===== src/rtl/fetch_unit.sv =====
// Instruction-fetch stage: owns the PC, addresses instruction memory and registers the
// fetched word toward decode. Optional back-pressure counter enabled by FETCH_STALL_CNT_EN.
module fetch_unit #(
    parameter logic [31:0] RESET_PC = 32'h0000_0000
) (
    input  logic        clk,
    input  logic        rst_n,
    output logic [31:0] imem_addr,
    input  logic [31:0] imem_instr,
    input  logic        redirect_valid,
    input  logic [31:0] redirect_pc,
    output logic        out_valid,
    input  logic        out_ready,
    output logic [31:0] out_instr,
    output logic [31:0] out_pc,
    output logic [31:0] out_pc_plus4,
    output logic [31:0] stall_count
);

    localparam logic [31:0] RESET_PC_ALIGNED = {RESET_PC[31:2], 2'b00};

    // Handshake: a word moves to decode on a rising edge where out_valid && out_ready.
    // While out_valid && !out_ready the output register is frozen; only redirect or
    // reset may drop out_valid without a transfer.
    logic [31:0] pc_q, pc_d;
    logic        out_valid_q, out_valid_d;
    logic [31:0] out_instr_q, out_instr_d;
    logic [31:0] out_pc_q, out_pc_d;
    logic        load;

    always_comb begin
        load        = !out_valid_q || out_ready;
        pc_d        = pc_q;
        out_valid_d = out_valid_q;
        out_instr_d = out_instr_q;
        out_pc_d    = out_pc_q;
        if (redirect_valid) begin
            // The wrong-path word is dropped; its data fields are left as they were.
            pc_d        = {redirect_pc[31:2], 2'b00};
            out_valid_d = 1'b0;
        end else if (load) begin
            out_instr_d = imem_instr;
            out_pc_d    = pc_q;
            out_valid_d = 1'b1;
            pc_d        = pc_q + 32'd4;
        end
    end

    always_ff @(posedge clk or negedge rst_n) begin
        if (!rst_n) begin
            pc_q        <= RESET_PC_ALIGNED;
            out_valid_q <= 1'b0;
            out_instr_q <= 32'h0000_0000;
            out_pc_q    <= 32'h0000_0000;
        end else begin
            pc_q        <= pc_d;
            out_valid_q <= out_valid_d;
            out_instr_q <= out_instr_d;
            out_pc_q    <= out_pc_d;
        end
    end

    assign imem_addr    = pc_q;
    assign out_valid    = out_valid_q;
    assign out_instr    = out_instr_q;
    assign out_pc       = out_pc_q;
    assign out_pc_plus4 = out_pc_q + 32'd4;

`ifdef FETCH_STALL_CNT_EN
    logic [31:0] stall_q, stall_d;

    // Counts edges where decode refused a valid word; a redirect edge is not a stall.
    always_comb begin
        stall_d = stall_q;
        if (out_valid_q && !out_ready && !redirect_valid && (stall_q != 32'hFFFF_FFFF)) begin
            stall_d = stall_q + 32'd1;
        end
    end

    always_ff @(posedge clk or negedge rst_n) begin
        if (!rst_n) begin
            stall_q <= 32'h0000_0000;
        end else begin
            stall_q <= stall_d;
        end
    end

    assign stall_count = stall_q;
`else
    assign stall_count = 32'h0000_0000;
`endif

endmodule

===== config.mk =====
export PLATFORM = sky130hd
export DESIGN_NAME = fetch_unit
export DESIGN_NICKNAME = d
export VERILOG_FILES = /design/src/rtl/fetch_unit.sv
export SDC_FILE = /design/constraint.sdc
export NUM_CORES = 1
export LEC_CHECK = 0
export CELL_PAD_IN_SITES_DETAIL_PLACEMENT = 1
export CELL_PAD_IN_SITES_GLOBAL_PLACEMENT = 1
export CORE_UTILIZATION = 25
export CTS_CLUSTER_SIZE = 28
export DETAILED_ROUTE_END_ITERATION = 7
export DONT_BUFFER_PORTS = 1
export PLACE_DENSITY = 0.47
export SLEW_MARGIN = 20
export SYNTH_ARGS = -nofsm -noshare
export SYNTH_HDL_FRONTEND = slang
export SYNTH_SLANG_ARGS = --single-unit

===== constraint.sdc =====
create_clock -name clk -period 2.65 [get_ports clk]
set_input_delay 0.53 -clock clk [delete_from_list [all_inputs] [get_ports clk]]
set_output_delay 0.53 -clock clk [all_outputs]
set_load 0.02 [all_outputs]

==> metrics <==
horizontal extent of the die=142 um; maximum clock insertion buffer count=2; drt drc=0; peak fanout along the critical path=5; remaining antenna violation count after routing=0; core region area=19,000 sq um; ratio of cells with drive above 1 in the final layout=34.5%; Cell Rows=50; average size of a mapped cell=11.0 sq um; type of the tightest min-delay check=in -> async; worst clock skew=0.00875 ns; biggest area consumer among synthesized cells=sky130_fd_sc_hd__dfrtp_1; H-tree depth reported by CTS=3; Period minus WS final=2.65 ns; final slew viol count=0; largest cells by area after synthesis=sky130_fd_sc_hd__dfrtp_1 (48%), sky130_fd_sc_hd__mux2_2 (14%), sky130_fd_sc_hd__xnor2_1 (6.8%); smallest hold slack=-0.122 ns; Post-DP Area=5360 sq um; sequential cell area=2330 sq um; GR Overflow Total=0; post-layout net count=569; global-route wire length before repair=20.9 mm; IO Port Bufs=0; overall die area=20,200 sq um; post-route non-filler standard cell count=765; placed cell count=738; Clock transition at path regs=0.07 ns; Initial Util=25.8%; required time worst endpoint=2.12 ns; cell area power density=709 nW/um^2; CTS Buf Count=9; register bit count reported by yosys=93; worst ir drop on vdd=0.000312 V; setup repair after global routing missed its margin=yes; data arrival time at the worst-slack endpoint=2.12 ns; count of yosys warnings during synthesis=0; Top-Level Pins=229; total design power=0.00414 W; most common cell after layout, fill and taps aside=sky130_fd_sc_hd__dfrtp_1; routability-driven placement congestion ratio=0.732; Max Clock Freq=0.377 GHz; TritonCTS clock tree=built; Mapped Area=4900 sq um; die boundary height=142 um; sequential element share of the synthesized area=47.5%; area taken by multi-input logic gates=2430 sq um; later-pin clock latency in the skew report=0.34 ns; Critical Path End Type=primary output; largest net degree at the start of global routing=94; Critical Path Slowest Stage Cell=sky130_fd_sc_hd__or4_4; violations in the final reports=negative hold slack, negative setup slack; Setup Crit Path Kind=reg -> out; result of the run=finished, violations left; number of sinks on the clock net=93; total routing resource utilization after global routing=13.8%; number of antenna violations at the first check in global routing=0; Final Hold Violating Endpoints=93; area fraction of the dominant cell type after synthesis=47.5%; Leakage Power=2.48 nW; post-DP HPWL=10.0 mm; DRC violation total after the first TritonRoute iteration=63; total number of vias=3,378; Max stage delay on crit path=0.42 ns; PnR worst setup slack=-0.00351 ns; final number of setup-violating endpoints=1; fill cell count=2,121; wire length after detailed routing=13.5 mm; type of origin of the critical path=register; post-route fraction of the period consumed by the critical path=100%; count of max-cap constraint violations=0; worst path cell trace=ha_2, and4_4, nand4_1, buf_6, or4_4, xnor2_2, buf_4; number of global-route vias before repair=3,725; root buffer cell=sky130_fd_sc_hd__clkbuf_16; Post-Layout Inst Area=5840 sq um; number of detailed-routing iterations run before antenna repair=4; most frequent cells in the layout=sky130_fd_sc_hd__dfrtp_1 (92), sky130_fd_sc_hd__mux2_2 (62), sky130_fd_sc_hd__buf_4 (56); routed via count divided by cell count=4.42; Routed WL per cell=17.6 um; layout overhead on the synthesized area=19.3%; post-synthesis instance total=445; distinct cell type count of the synthesized netlist=38; total negative slack for setup checks=-0.00351 ns
[routing by layer]
layer	share of wire, %	up-vias	GRT usage, %	wire length, um
met5	0	-	0	0
met4	1.1	0	4.64	146
met3	8.8	8	5.01	1190
met2	49	148	22.5	6560
met1	41	1655	16.7	5580
li1	-	1567	-	-
[registers in the layout, summed over array words and instances, names as in the netlist]
| signal | cells |
|---|---|
| out_valid | 1 |
| out_pc | 30 |
| out_instr | 32 |
| imem_addr | 30 |
[logic make-up (layout without fill, tap and decap cells)]
kind of cell | after synthesis | count (layout) | share of synthesized area (%)
other | 1 | 39 | 0.0766
and+or+nand+nor | 139 | 139 | 15.8
muxes | 63 | 63 | 14.5
xor gates and xnor gates | 57 | 57 | 10.2
AOI/OAI and AO/OA | 30 | 30 | 3.14
DFF | 93 | 93 | 47.5
buffers and inverters | 60 | 82 | 8.33
adders and majority gates | 2 | 2 | 0.511
[stage by stage]
stage	worst slack, ns	utilization (%)
after global placement	0.110	28.3
after floorplan	0.181	-
final	-0.00351	30.8
after detailed placement	0.101	28.3
after CTS	-0.00246	30.2
after global routing	-0.0927	30.8
[area by class of cell]
class	instances	share of cell area, %
multi-input cells	329	41.6
flip-flops and latches	93	39.9
repair buffers	59	7.77
well taps	260	5.57
clock buffers	9	3.86
clock inverters	7	0.835
inverters	7	0.450
diodes	1	0.0428
[final timing paths]
path	startpoint	to	slack [ns]	cells after the start
setup / recovery	out_pc[2]	out_pc_plus4[22]	-0.004	7
hold / removal	rst_n	out_instr[16]	-0.12	0
setup reg to reg	imem_addr[9]	imem_addr[20]	0.67	5
max in group asynchronous	rst_n	out_pc[14]	2.65	0
min in group clk	redirect_valid	imem_addr[5]	0.30	1
hold reg to reg	out_pc[6]	out_pc[6]	0.59	1
[critical path: cells and delay by family (launching register included)]
kind	cells	cell delay, ns
and+or+nand+nor	3	0.77
DFF	1	0.37
buffers and inverters	2	0.30
adders and majority gates	1	0.19
xor gates and xnor gates	1	0.14
[what timing repair did]
item / CTS / global route
setup endpoints to repair: 15 / 13
pin swaps: 4 / 12
endpoints found under the hold margin: 93 / 93
buffers inserted: 5 / 5
resized for setup: 13 / 18
[where the power goes]
group | switching [W] | internal [W] | total, W
Sequential | 0.000375 | 0.00161 | 0.00198
Combinational | 0.000532 | 0.000402 | 0.000934
Clock | 0.000584 | 0.000642 | 0.00123
Total | 0.00149 | 0.00265 | 0.00414
[synthesized netlist by cell type (all sizes together)]
cell type,number
nor2b,1
nand4,13
dfrtp,93
and2,4
buf,47
ha,2
mux2i,1
nand3,22
nor2,9
xor2,19
o21ai,30
nor3b,1
or2,1
nor3,7
nor4,11
mux2,62
clkbuf,4
conb,1
or4,1
nand2b,1
and3,9
dlygate4sd1,2
inv,7
nand2,54
and4,5
xnor2,38
Power figures use the tool's default switching activity.
